===== config.mk =====
export PLATFORM = sky130hd
export DESIGN_NAME = gen_reg_bank
export DESIGN_NICKNAME = d
export VERILOG_FILES = /design/src/rtl/gen_reg_bank.sv
export SDC_FILE = /design/constraint.sdc
export NUM_CORES = 1
export LEC_CHECK = 0
export BUFFER_PORTS_ARGS = -buffer_cell sky130_fd_sc_hd__buf_2
export CORE_AREA = 10 10 437 439
export CTS_CLUSTER_DIAMETER = 120
export DETAILED_ROUTE_END_ITERATION = 6
export DIE_AREA = 0 0 447 449
export PLACE_DENSITY = 0.42
export SYNTH_ARGS = -nofsm -noshare
export SYNTH_HDL_FRONTEND = slang
export SYNTH_SLANG_ARGS = --single-unit

===== constraint.sdc =====
create_clock -name clk -period 28.4 [get_ports clk]
set_clock_uncertainty 0.2 [all_clocks]
set_input_delay 5.68 -clock clk [delete_from_list [all_inputs] [get_ports clk]]
set_output_delay 5.68 -clock clk [all_outputs]
set_load 0.02 [all_outputs]

===== src/rtl/gen_reg_bank.sv =====
`default_nettype none
// ============================================================================
//  Module   : gen_reg_bank
//  Purpose  : Generic bank of NREG 32-bit registers behind a select/ack
//             handshake. Each register is one of three kinds:
//             read-write, read-only (fed from ro_data_in), or self-clearing
//             pulse. A select held high produces exactly one transaction.
//  Ports    : clk          - clock, rising edge
//             reset        - asynchronous, active-high
//             addr_ctrl    - [31:16] address, [1] 1=read/0=write, [0] select
//             data_in      - write data
//             data_out     - registered read data
//             ack          - transaction complete (high while in ACK)
//             err          - transaction rejected, qualified by ack
//             ro_data_in   - read-only sources, reg i at [32i+31:32i]
//             reg_data_out - current register contents, same packing
//             wr_strobe    - one-cycle pulse per accepted write
//  Revision : 1.0 - initial release
// ============================================================================
module gen_reg_bank #(
    parameter int unsigned     NREG       = 16,
    parameter logic [NREG-1:0] RO_MASK    = 16'h0002,
    parameter logic [NREG-1:0] PULSE_MASK = 16'h0000
) (
    input  logic                 clk,
    input  logic                 reset,
    input  logic [31:0]          addr_ctrl,
    input  logic [31:0]          data_in,
    output logic [31:0]          data_out,
    output logic                 ack,
    output logic                 err,
    input  logic [NREG*32-1:0]   ro_data_in,
    output logic [NREG*32-1:0]   reg_data_out,
    output logic [NREG-1:0]      wr_strobe
);

    localparam logic [0:0] c_IDLE = 1'b0;
    localparam logic [0:0] c_ACK  = 1'b1;

    logic [0:0]          r_state;
    logic                r_err;
    logic [31:0]         r_data_out;
    logic [NREG-1:0]     r_wr_strobe;

    logic [15:0]         w_addr;
    logic                w_rd;
    logic                w_sel;
    logic                w_start;
    logic                w_addr_ok;
    logic                w_is_ro;
    logic                w_err;
    logic [31:0]         w_rd_sel;
    logic [31:0]         w_rd_data;
    logic [NREG-1:0]     w_wr_en;
    logic [NREG*32-1:0]  w_regs;
    logic                w_unused;

    assign w_addr  = addr_ctrl[31:16];
    assign w_rd    = addr_ctrl[1];
    assign w_sel   = addr_ctrl[0];
    assign w_start = (r_state == c_IDLE) && w_sel;

    // Full 16-bit compare so out-of-range addresses never alias onto a register.
    assign w_addr_ok = ({16'h0, w_addr} < NREG);

    // Bits of addr_ctrl with no meaning, and ro_data_in slices of writable
    // registers, are intentionally ignored.
    assign w_unused = ^{addr_ctrl[15:2], ro_data_in};

    always_comb begin
        w_rd_sel = 32'h0;
        w_is_ro  = 1'b0;
        for (int i = 0; i < int'(NREG); i++) begin
            if (w_addr == 16'(i)) begin
                w_rd_sel = w_regs[32*i +: 32];
                w_is_ro  = RO_MASK[i];
            end
        end
    end

    assign w_err     = ~w_addr_ok | (~w_rd & w_is_ro);
    assign w_rd_data = w_addr_ok ? w_rd_sel : (32'hBAD0_0000 | {16'h0, w_addr});

    // ------------------------------------------------------------------------
    // Register storage
    // ------------------------------------------------------------------------
    for (genvar i = 0; i < int'(NREG); i++) begin : g_reg
        logic [31:0] r_q;

        assign w_wr_en[i] = w_start & ~w_rd & (w_addr == 16'(i)) & ~RO_MASK[i];

        if (RO_MASK[i]) begin : g_ro
            always_ff @(posedge clk or posedge reset) begin
                if (reset) begin
                    r_q <= 32'h0;
                end else begin
                    r_q <= ro_data_in[32*i +: 32];
                end
            end
        end else begin : g_rw
            // A pulse register holds written data for one cycle, then clears.
            always_ff @(posedge clk or posedge reset) begin
                if (reset) begin
                    r_q <= 32'h0;
                end else if (w_wr_en[i]) begin
                    r_q <= data_in;
                end else if (PULSE_MASK[i]) begin
                    r_q <= 32'h0;
                end
            end
        end

        assign w_regs[32*i +: 32] = r_q;
    end

    // ------------------------------------------------------------------------
    // Handshake FSM: one transaction per rising select, ack held until
    // select drops.
    // ------------------------------------------------------------------------
    always_ff @(posedge clk or posedge reset) begin
        if (reset) begin
            r_state     <= c_IDLE;
            r_err       <= 1'b0;
            r_data_out  <= 32'h0;
            r_wr_strobe <= '0;
        end else begin
            // w_wr_en is only non-zero on the transaction edge.
            r_wr_strobe <= w_wr_en;
            case (r_state)
                c_IDLE: begin
                    if (w_sel) begin
                        r_state <= c_ACK;
                        r_err   <= w_err;
                        if (w_rd) begin
                            r_data_out <= w_rd_data;
                        end
                    end
                end
                c_ACK: begin
                    if (!w_sel) begin
                        r_state <= c_IDLE;
                    end
                end
                default: r_state <= c_IDLE;
            endcase
        end
    end

    assign ack          = (r_state == c_ACK);
    assign err          = r_err;
    assign data_out     = r_data_out;
    assign wr_strobe    = r_wr_strobe;
    assign reg_data_out = w_regs;

endmodule
`default_nettype wire


After elaboration in Yosys (flattened, before gate mapping)
Index checks and enable logic that the tools add are counted.
W data, S select, Z words.
{ "totals": {"regBits": 561, "latch_bits": 0, "ram_bits": 0, "mem_bits_ro": 0, "inputBits": 578, "output_inout_bits": 562, "elab_cells": 94, "n_memories": 0} }
{ "classes": {"addsub": 0, "multipliers": 0, "n_div": 0, "order_cmp": 1, "n_eq_ne": 15, "shift": 0, "n_mux": 33, "n_bitwise": 21, "reduce_logical": 4} }
{ "op_table": {"columns": ["cell", "count"], "rows": [
  ["$mux W32", 17],
  ["$eq A16 B4 Y1 const B", 8],
  ["$eq A16 B3 Y1 const B", 4],
  ["$eq A16 B2 Y1 const B", 2],
  ["$and A1 B1 Y1", 17],
  ["$eq A16 B1 Y1 const B", 1],
  ["$logic_not A16 Y1", 1],
  ["$lt A16 B5 Y1 const B", 1],
  ["$mux W1", 16],
  ["$not A1 Y1", 3],
  ["$reduce_and A3 Y1", 1],
  ["$reduce_and A2 Y1", 1],
  ["$logic_and A1 B1 Y1", 1],
  ["$or A1 B1 Y1", 1]
]} }

Logic depth before layout (Yosys ltp)
Gate-level depths: netlist (run 1).
{ "logic_depth": {"word_depth": 18, "ltp_mapped": 10, "ltp_nobuf": 6} }

Worst setup path before layout (run 1)
No wires, ideal clock.
{ "synth_timing": {"path_type": "input -> register", "startpoint": "in addr_ctrl[29]", "endpoint": "reg r_data_out[10] (netlist: data_out[10])", "setup_time_ns": 0.127, "arrival_ns": 7.971, "required_ns": 28.073, "slack_ns": 20.102, "path_stages": 6, "path_buffers": 0, "path_cell_list": "or4_4 > nor4_2 > mux2_2 > a221o_1 > a222oi_1 > o21ai_1"} }
{ "synth_via": {"elab_chain_len": 18, "elab_cells_between_ends": 34, "classes_between": "order compare (1); eq/ne (15); mux (17); reduce/logical (1)"} }
{ "synth_rtl": {"columns": ["item", "line_no", "rtl"], "rows": [
  ["start, declared", "27", "input logic [31:0] addr_ctrl,"],
  ["$logic_not A16 Y1", "74", "if (w_addr == 16'(i)) begin"],
  ["$mux W32 (16 in a row)", "74", null],
  ["$mux W32 (*)", "82", "assign w_rd_data = w_addr_ok ? w_rd_sel : (32'hBAD0_0000 | {16'h0, w_addr});"],
  ["end signal, assigned", "135", "r_data_out <= w_rd_data;"],
  ["end, declared", "42", "logic [31:0] r_data_out;"]
]} }
Every way passes the cells marked *; elsewhere a longest branch is shown, timed or not.
A chain may end at the register's enable or synchronous reset.

==> results by stage, run 1 <==
STA:
- Setup violations remaining at the end of the flow were counted as 0.
- The final-report max-slew violation count is 0.
- The total negative slack for setup checks is 0 ns.
- Across all hold checks on the routed design, the worst slack comes to 0.284 ns.
- Setup repair after global routing left no endpoint under its margin.
- The pin slew with the least headroom to its limit is roughly 1.2 ns.
- The highest attainable clock frequency is 99.9 MHz.
- The share of the clock period used by the worst path after layout is 35.2%.
- The total count of hold-check failures in the final report is 0.
- The headroom to the max-slew limit is around a fifth.
- For the finished layout, the period the worst path requires is 10.01 ns.

Floorplan:
- The cell row count is 157.
- In this run the horizontal extent of the chip is between 400 and 500 microns.
- The core region is 182000 sq um.
- The die height is between 400 and 500 microns.
- The initial utilization of the core area, before any placement, comes to 13.8%.
- The number of I/O pins is about 1100.
- The area of the die is 201000 sq um.

Global route:
- The number of global-route vias before repair was ~21000.
- The wire length of the first global-routing pass is 222000 microns.
- For this run, the total global-route usage over all layers was measured as 16.5%.
- The number of antenna violations at the first check in global routing was 22.
- The total congestion overflow after global routing is 0.
- The pin count of the biggest net entering global routing is 120.

Clock tree:
- The buffers inserted during post-CTS setup optimization is 0.
- The later pin in the worst-skew pair is clocked with a latency of 0.74 ns.
- Clock tree synthesis found a total of 561 sinks.
- The clock edge transition at the registers on the reported setup and hold paths is approximately 0.050 ns.
- Counting along the longest clock path gives a buffer depth of 3.
- The clock tree from TritonCTS is done.
- The root buffer cell is sky130_fd_sc_hd__clkbuf_16.
- Buffers inserted to repair hold after CTS numbered 0.
- The H-tree generated during clock tree synthesis spans 3 levels.
- TritonCTS created 77 clock buffers.
- The number of gates resized after cts is 0.

Logic synthesis:
- The average cell area after synthesis is 13.4 sq um.
- By count the netlist is led by sky130_fd_sc_hd__dfrtp_1 (561), sky130_fd_sc_hd__mux2_2 (483), sky130_fd_sc_hd__clkbuf_1 (83).
- The share of the Yosys chip area taken by registers is 56.0%.
- Among all flip-flop cells after synthesis, the most frequent one is sky130_fd_sc_hd__dfrtp_1.
- Synthesis produced a netlist with a net count of about 2500.
- The largest area contributor in the synthesized netlist is sky130_fd_sc_hd__dfrtp_1.
- After synthesis the cells add up to 25100 sq um.
- The warning count from the yosys run is 0.
- After synthesis, the cell types taking the most area are sky130_fd_sc_hd__dfrtp_1 (56%), sky130_fd_sc_hd__mux2_2 (22%), sky130_fd_sc_hd__mux2i_1 (1.9%).
- Synthesis produced 1876 cells.
- The number of flops mapped to enable cells by yosys is 0.
- The most repeated cell in the gate-level netlist after synthesis is sky130_fd_sc_hd__dfrtp_1.
- The async set-reset flop share out of synthesis is 100%.
- The top cell type's share of synthesized area is 56.0%.
- The number of distinct standard cells referenced by the synthesized netlist is 77.
- After synthesis the netlist holds a flip-flop and latch count of about 560.

Routing:
- The via-per-instance ratio is 4.14.
- The total routed wirelength is 172000 microns.
- After detailed routing, the average wire length per cell comes to 34.5 microns.
- After detailed routing, the number of remaining DRC violations is 0.
- The detailed router's first-iteration violation count is 1473.
- The residual antenna-violating net count after detailed routing is 0.
- The vias after detailed routing is 20572.
- The number of iterations in the first detailed-routing pass is 7.

Final layout:
- In the final layout, the multi-input gates occupy 10400 sq um.
- Cells with a size suffix above 1 make up 54.0% of the layout.
- For this run, the post-layout net count is 3103.
- The core utilization of the finished layout is 18.6%.
- The total area of sequential cells is 14000 sq um.
- The number of fillers in the final layout is 20102.
- The area growth from synthesis to layout is 35.1%.

Worst setup path:
- For the worst setup path, the data required time is about 29 ns.
- In this run the worst path has a maximum fanout of 119.
- The critical path is of the in -> async type.
- The worst setup path is launched from an input port.
- The type of element capturing the critical path is an async pin.
- The critical path arrival is ~11 ns.

Placed design:
- Summed over all nets, the half-perimeter wirelength after detailed placement is 126000 microns.
- Routability-driven placement finished with a final weighted congestion of between 0.7 and 0.8.
- The total of buffers placed on input and output ports is 644.

Pwr:
- For this design the ratio of total power to cell area is 56.2 nW/um^2.
- The largest voltage drop on the vdd net is 39.5 uV.
- In this run the static leakage power is about 0.017 uW.

Outcome:
- The flow ran to the end, and the final reports show no timing, DRC or antenna violations.

Run:
- The number of max-cap violations is 0.

Worst hold path:
- The tightest min-delay check is of the reg -> reg type.
## power breakdown
group	internal [uW]	switching [uW]	leakage, uW
logic	19.7	75.1	0.00795
clock network	570	427	0.00122
registers	806	5.48	0.00765
total	1390	508	0.0168
## metal layers
metal / track usage, % / routed length, microns
met2: 29.6 / 88500
met4: 6.53 / 7060
met3: 3.20 / 8490
met1: 19.1 / 67500
met5: 0 / 46
## worst paths after layout
path | startpoint | endpoint | slack (ns) | cells past startpoint
setup / recovery | reset | g_reg[8].r_q[31] | 18.39 | 7
hold / removal | err | err | 0.28 | 1
setup reg to reg | ack | g_reg[7].r_q[29] | 24.40 | 5
hold reg to reg | err | err | 0.28 | 1
max in group clk | addr_ctrl[29] | g_reg[13].r_q[10] | 18.97 | 7
min in group asynchronous | reset | g_reg[6].r_q[14] | 4.94 | 2
## state kept, by name (all words and copies together), names as in the netlist
name	cells
wr_strobe	15
g.r_q	512
ack	1
err	1
data_out	32
## through the flow
step	total power [uW]	cells	area (sq um)	setup WS [ns]
4_1_cts	1940	4964	33900	18.26
6_report	1900	4969	33900	18.39
3_3_place_gp	923	4831	31400	17.47
2_1_floorplan	869	1876	25100	6.83
5_1_grt	1970	4966	33900	17.75
3_5_place_dp	923	4831	31400	17.48
## cell type report
class                   count  area share [%]
clock inverters            24           0.960
repair buffers            725            11.3
multi-input cells        1149            30.8
inverters                  11           0.144
clock buffers             109            6.46
flip-flops and latches    561            41.4
diodes                      5          0.0369
well taps                2385            8.81
## cell families after synthesis
group                  Yosys count  share of synthesized area (%)
AOI/OAI and AO/OA              340                           9.71
buffers and inverters          166                           3.16
DFF                            561                           56.0
muxes                          545                           24.9
other                            1                         0.0150
and+or+nand+nor                263                           6.24
## critical path, stage by stage
cell	delay, ns
sky130_fd_sc_hd__buf_2	0.13
sky130_fd_sc_hd__inv_8	0.59
sky130_fd_sc_hd__buf_4	0.82
sky130_fd_sc_hd__buf_4	0.68
sky130_fd_sc_hd__buf_4	0.71
sky130_fd_sc_hd__buf_4	0.75
sky130_fd_sc_hd__buf_4	0.84
## cells in the final DEF, fill, tap and decap left out, types with 14 or more instances in the layout
master	Yosys	layout
sky130_fd_sc_hd__a21oi_1	51	51
sky130_fd_sc_hd__a221oi_1	24	24
sky130_fd_sc_hd__a222oi_1	21	21
sky130_fd_sc_hd__a22o_1	14	14
sky130_fd_sc_hd__a22oi_1	43	43
sky130_fd_sc_hd__buf_2	42	642
sky130_fd_sc_hd__buf_4	9	82
sky130_fd_sc_hd__clkbuf_1	83	19
sky130_fd_sc_hd__clkbuf_16	0	78
sky130_fd_sc_hd__dfrtp_1	561	561
sky130_fd_sc_hd__mux2_2	483	483
sky130_fd_sc_hd__mux2i_1	47	47
sky130_fd_sc_hd__mux4_2	14	14
sky130_fd_sc_hd__nand2_1	63	58
sky130_fd_sc_hd__nand4_1	17	17
sky130_fd_sc_hd__nor2_1	66	55
sky130_fd_sc_hd__nor3_1	15	15
sky130_fd_sc_hd__nor4_4	7	16
sky130_fd_sc_hd__o21ai_0	49	49
sky130_fd_sc_hd__o22ai_1	29	29
Power figures use the tool's default switching activity.
==> run 2: changes to the inputs <==
ABC_AREA = 1   (was unset)
CORE_AREA = 10 10 435 437   (was 10 10 437 439)
DIE_AREA = 0 0 445 447   (was 0 0 447 449)
PLACE_DENSITY = 0.41   (was 0.42)
clock period = 9.5 ns   (was 28.4 ns; I/O delays follow)
==> run 2 against run 1 <==
Net effect: combinational power rose by 140%; synthesized area down 2.9%; critical path depth rose by 6; flip-flop and latch count is the same; power rose to 3.0 times the previous value; clock power rose to 3.1 times the previous value; critical path type is now in -> reg; sequential power grew to 3.0 times the previous value; clock-buffer cell count is the same; wire length decreased by 13%; via count rose by 8.6%.
==> results by stage, run 2 <==
STA:
- The headroom to the max-slew limit is 29.1% (was 19.2%).
- The share of the clock period used by the worst path after layout is 56.1%.
- The highest attainable clock frequency is around 190 MHz.
- RSZ-0062 raised after global routing: false (unchanged).
- The total count of hold-check failures in the final report is 0 (unchanged).
- The clock period minus worst slack is 5.33 ns.
- The final-report max-slew violation count is 0 (unchanged).
- The total negative slack for setup checks is 0 ns (unchanged).
- The final setup violation count is 0 (unchanged).
- The pin slew with the least headroom to its limit is 1.06 ns (was 1.21 ns).

Placed design:
- The last weighted congestion value of the routability-driven placer is 0.793 (was 0.790).
- The total of buffers placed on input and output ports is 644 (unchanged).
- The post-detailed-placement half-perimeter wirelength is 117000 microns (was 126000 microns).

Pwr:
- The power density over the cells is 174 nW/um^2 (was 56.2 nW/um^2).
- The leakage power is 0.0162 uW (was 0.0168 uW).
- The net switching power was 1490 uW (was 508 uW).
- The total internal power is 4240 uW (was 1390 uW).
- The fraction of power consumed by the clock network is 53.6% (was 52.4%).
- The switching power as a share of total power is 25.9% (was 26.7%).
- The total power came to 5720 uW (was 1900 uW).
- The portion of total power attributed to combinational logic is 4.0% (was 5.0%).
- The sequential share of power is 42.4% (was 42.6%).
- The largest voltage drop on the vdd net came to 134 uV (was 39.5 uV).

Worst setup path:
- The kind of launch point of the worst setup path is an input port (unchanged).
- The type of the worst setup path is in -> reg (was in -> async).
- The type of element capturing the critical path is a register (was async pin).
- The largest fanout on the critical path is 38 (was 119).
- The critical path arrival is 5.69 ns (was 10.51 ns).
- The required time of the critical path is 9.86 ns (was 28.90 ns).
- The beginning of the worst register-to-register path was ack (unchanged).
- The worst setup path startpoint is addr_ctrl[24] (was reset).
- The depth of the most critical reg-to-reg path was 11 (was 5).

Clock tree:
- The quantity of hold-fixing buffers added after cts is 0 (unchanged).
- The clock edge transition at the registers on the reported setup and hold paths was 0.06 ns (was 0.05 ns).
- The clock tree from TritonCTS is done (unchanged).
- The insertion delay of the later-clocked pin in the worst-skew pair is 0.72 ns (was 0.74 ns).
- The buffers inserted during post-CTS setup optimization came to 0 (unchanged).
- The total clock sinks is 561 (unchanged).
- The buffer levels on the longest clock path was 3 (unchanged).
- The root buffer cell was sky130_fd_sc_hd__clkbuf_16 (unchanged).
- The number of clock buffers inserted by TritonCTS is 79 (was 77).
- The number of gates resized after cts is 0 (unchanged).
- The count of H-tree levels built during CTS is 3 (unchanged).

Logic synthesis:
- The number of nets produced by synthesis is 3524 (was 2454).
- The largest area contributor in the synthesized netlist is sky130_fd_sc_hd__dfrtp_1 (unchanged).
- Cells taking the most area after synthesis: sky130_fd_sc_hd__dfrtp_1 (58%), sky130_fd_sc_hd__nand2_1 (15%), sky130_fd_sc_hd__o21ai_0 (8.5%) (was sky130_fd_sc_hd__dfrtp_1 (56%), sky130_fd_sc_hd__mux2_2 (22%), sky130_fd_sc_hd__mux2i_1 (1.9%)).
- The number of distinct standard cells referenced by the synthesized netlist was 37 (was 77).
- The post-synthesis cell area is 24400 sq um (was 25100 sq um).
- The top cell type's share of synthesized area is 57.6% (was 56.0%).
- The sequential-to-total area share from yosys stat is 57.6% (was 56.0%).
- The average cell area after synthesis is 8.27 sq um (was 13.4 sq um).
- The flip-flop and latch count after synthesis was 561 (unchanged).
- The number of flops mapped to enable cells by yosys is 0 (unchanged).
- The async set-reset flop share out of synthesis was 100% (unchanged).
- The synthesized instance count is 2946 (was 1876).
- Most instantiated cells after synthesis: sky130_fd_sc_hd__nand2_1 (941), sky130_fd_sc_hd__dfrtp_1 (561), sky130_fd_sc_hd__o21ai_0 (416) (was sky130_fd_sc_hd__dfrtp_1 (561), sky130_fd_sc_hd__mux2_2 (483), sky130_fd_sc_hd__clkbuf_1 (83)).
- The warning count from the yosys run came to 0 (unchanged).
- The most repeated cell in the gate-level netlist after synthesis is sky130_fd_sc_hd__nand2_1 (was sky130_fd_sc_hd__dfrtp_1).
- The main flop type after synthesis was sky130_fd_sc_hd__dfrtp_1 (unchanged).

Floorplan:
- The starting utilization of the core area is 13.5% (was 13.8%).
- The cell row count is 156 (was 157).
- The number of I/O pins is 1140 (unchanged).
- The core outline area is 180000 sq um (was 182000 sq um).
- The die height came to 447 microns (was 449 microns).
- The area of the die is 199000 sq um (was 201000 sq um).
- The die span in x is 445 microns (was 447 microns).

Routing:
- The detailed router's first-iteration violation count is 1495 (was 1473).
- The number of iterations in the first detailed-routing pass is 7 (unchanged).
- The remaining design rule violation count is 0 (unchanged).
- The vias after detailed routing is 22347 (was 20572).
- The total routed wirelength is 149000 microns (was 172000 microns).
- The via-per-instance ratio is 3.74 (was 4.14).
- The residual antenna-violating net count after detailed routing is 0 (unchanged).
- The average routed wire per standard cell is 25.0 microns (was 34.5 microns).

Global route:
- The wire length of the first global-routing pass is 200000 microns (was 222000 microns).
- The pin count of the biggest net entering global routing came to 129 (was 120).
- The number of global-route vias before repair came to 22565 (was 21069).
- The total congestion overflow after global routing is 0 (unchanged).
- The global routing usage summed across all routing layers was 14.5% (was 16.5%).
- The number of antenna violations at the first check in global routing is 36 (was 22).

Run:
- The number of max-cap violations came to 0 (unchanged).

Final layout:
- The final net count is 4107 (was 3103).
- The register bank with the most flops is g.r_q (unchanged).
- Commonest cells after routing, fill and taps aside: sky130_fd_sc_hd__nand2_1 (932), sky130_fd_sc_hd__buf_2 (644), sky130_fd_sc_hd__dfrtp_1 (561), sky130_fd_sc_hd__o21ai_0 (416), sky130_fd_sc_hd__nor2_1 (270) (was sky130_fd_sc_hd__buf_2 (642), sky130_fd_sc_hd__dfrtp_1 (561), sky130_fd_sc_hd__mux2_2 (483), sky130_fd_sc_hd__buf_4 (82), sky130_fd_sc_hd__clkbuf_16 (78)).
- The most common cell after layout, fill and taps aside was sky130_fd_sc_hd__nand2_1 (was sky130_fd_sc_hd__buf_2).
- The number of flip-flops under the largest register name came to 512 (unchanged).
- The multi-input combinational cell area was 8940 sq um (was 10400 sq um).
- The number of fillers in the final layout was 20384 (was 20102).
- The area growth from synthesis to final layout came to 35.1% (about the same).
- The proportion of layout cells with a drive suffix above 1 was 24.7% (was 54.0%).
- The total area of sequential cells came to 14000 sq um (unchanged).

Outcome:
- Status: completed (unchanged).

Worst hold path:
- The worst min-delay path class is reg -> reg (unchanged).
- The launch instance of the worst min-delay path is data_out[21] (was err).
- The worst hold path cell count is 2 (was 1).
-- run 2: changes by cell type in the layout (fill, tap and decap cells not counted), moves of 108 or more --
cell	before	now
sky130_fd_sc_hd__nor2_1	55	270
sky130_fd_sc_hd__inv_1	8	174
sky130_fd_sc_hd__o21ai_0	49	416
sky130_fd_sc_hd__mux2_2	483	0
sky130_fd_sc_hd__nand3_1	12	120
sky130_fd_sc_hd__nand2_1	58	932
-- run 2: area by class of cell --
type	instances	area share [%]
Timing Repair Buffer	680	10.7
Clock buffer	109	7.00
Multi-Input combinational cell	2012	27.2
Clock inverter	34	1.06
Inverter	195	2.24
Antenna cell	18	0.137
Tap cell	2370	9.01
Sequential cell	561	42.7
-- run 2: power by group through the flow --
stage / Sequential (uW) / Clock, uW / Combinational [uW]
floorplan: 2490 / 0 / 83.0
global placement: 2470 / 0 / 242
detailed placement: 2470 / 0 / 243
CTS: 2430 / 3170 / 243
global route: 2430 / 3250 / 254
finish: 2430 / 3070 / 226
-- run 2: path summary, 6_finish.rpt --
| check | slack, ns | to |
|---|---|---|
| setup / recovery | 4.17 | g_reg[13].r_q[27] |
| hold / removal | 0.28 | data_out[21] |
| setup reg to reg | 5.66 | g_reg[8].r_q[12] |
| hold reg to reg | 0.28 | data_out[21] |
| max in group asynchronous | 5.97 | g_reg[7].r_q[6] |
| min in group asynchronous | 1.11 | g_reg[1].r_q[27] |
-- run 2: critical path, stage by stage --
cell and delay, ns:
sky130_fd_sc_hd__buf_2 0.10, sky130_fd_sc_hd__nor2_1 0.14, sky130_fd_sc_hd__nand2_1 0.31, sky130_fd_sc_hd__nor2_8 0.33
sky130_fd_sc_hd__nand2_4 0.16, sky130_fd_sc_hd__inv_4 0.27, sky130_fd_sc_hd__nand2_4 0.18, sky130_fd_sc_hd__nor2_4 0.49
sky130_fd_sc_hd__inv_1 0.15, sky130_fd_sc_hd__nor2_4 0.81, sky130_fd_sc_hd__inv_2 0.53, sky130_fd_sc_hd__nand2_1 0.15
sky130_fd_sc_hd__o21ai_0 0.09
-- run 2: kinds of logic (layout without fill, tap and decap cells) --
family	Yosys count	in the layout	share of synthesized area, %
other	1	19	0.0154
and+or+nand+nor	1452	1452	24.6
AOI/OAI and AO/OA	559	559	11.6
DFF	561	561	57.6
buffers and inverters	373	1018	6.09
-- run 2: stage by stage --
stage               utilization, %  hold WS, ns  cell area (sq um)  worst slack, ns  std cells
detailed placement            16.8        0.263              30200             3.19       5818
global route                  18.3        0.305              32900             3.81       5968
floorplan                        -        0.388              24400           -0.238       2946
global placement              16.8        0.263              30200             3.16       5818
CTS                           18.2        0.281              32900             3.98       5961
finish                        18.3        0.277              32900             4.17       5979
-- run 2: layer usage --
metal	track usage, %	part of all wire [%]	up-vias
li1	-	-	10652
met1	14.9	36	10793
met2	26.9	52	665
met3	4.65	7.0	219
met4	6.19	4.5	18
met5	0	0.076	-
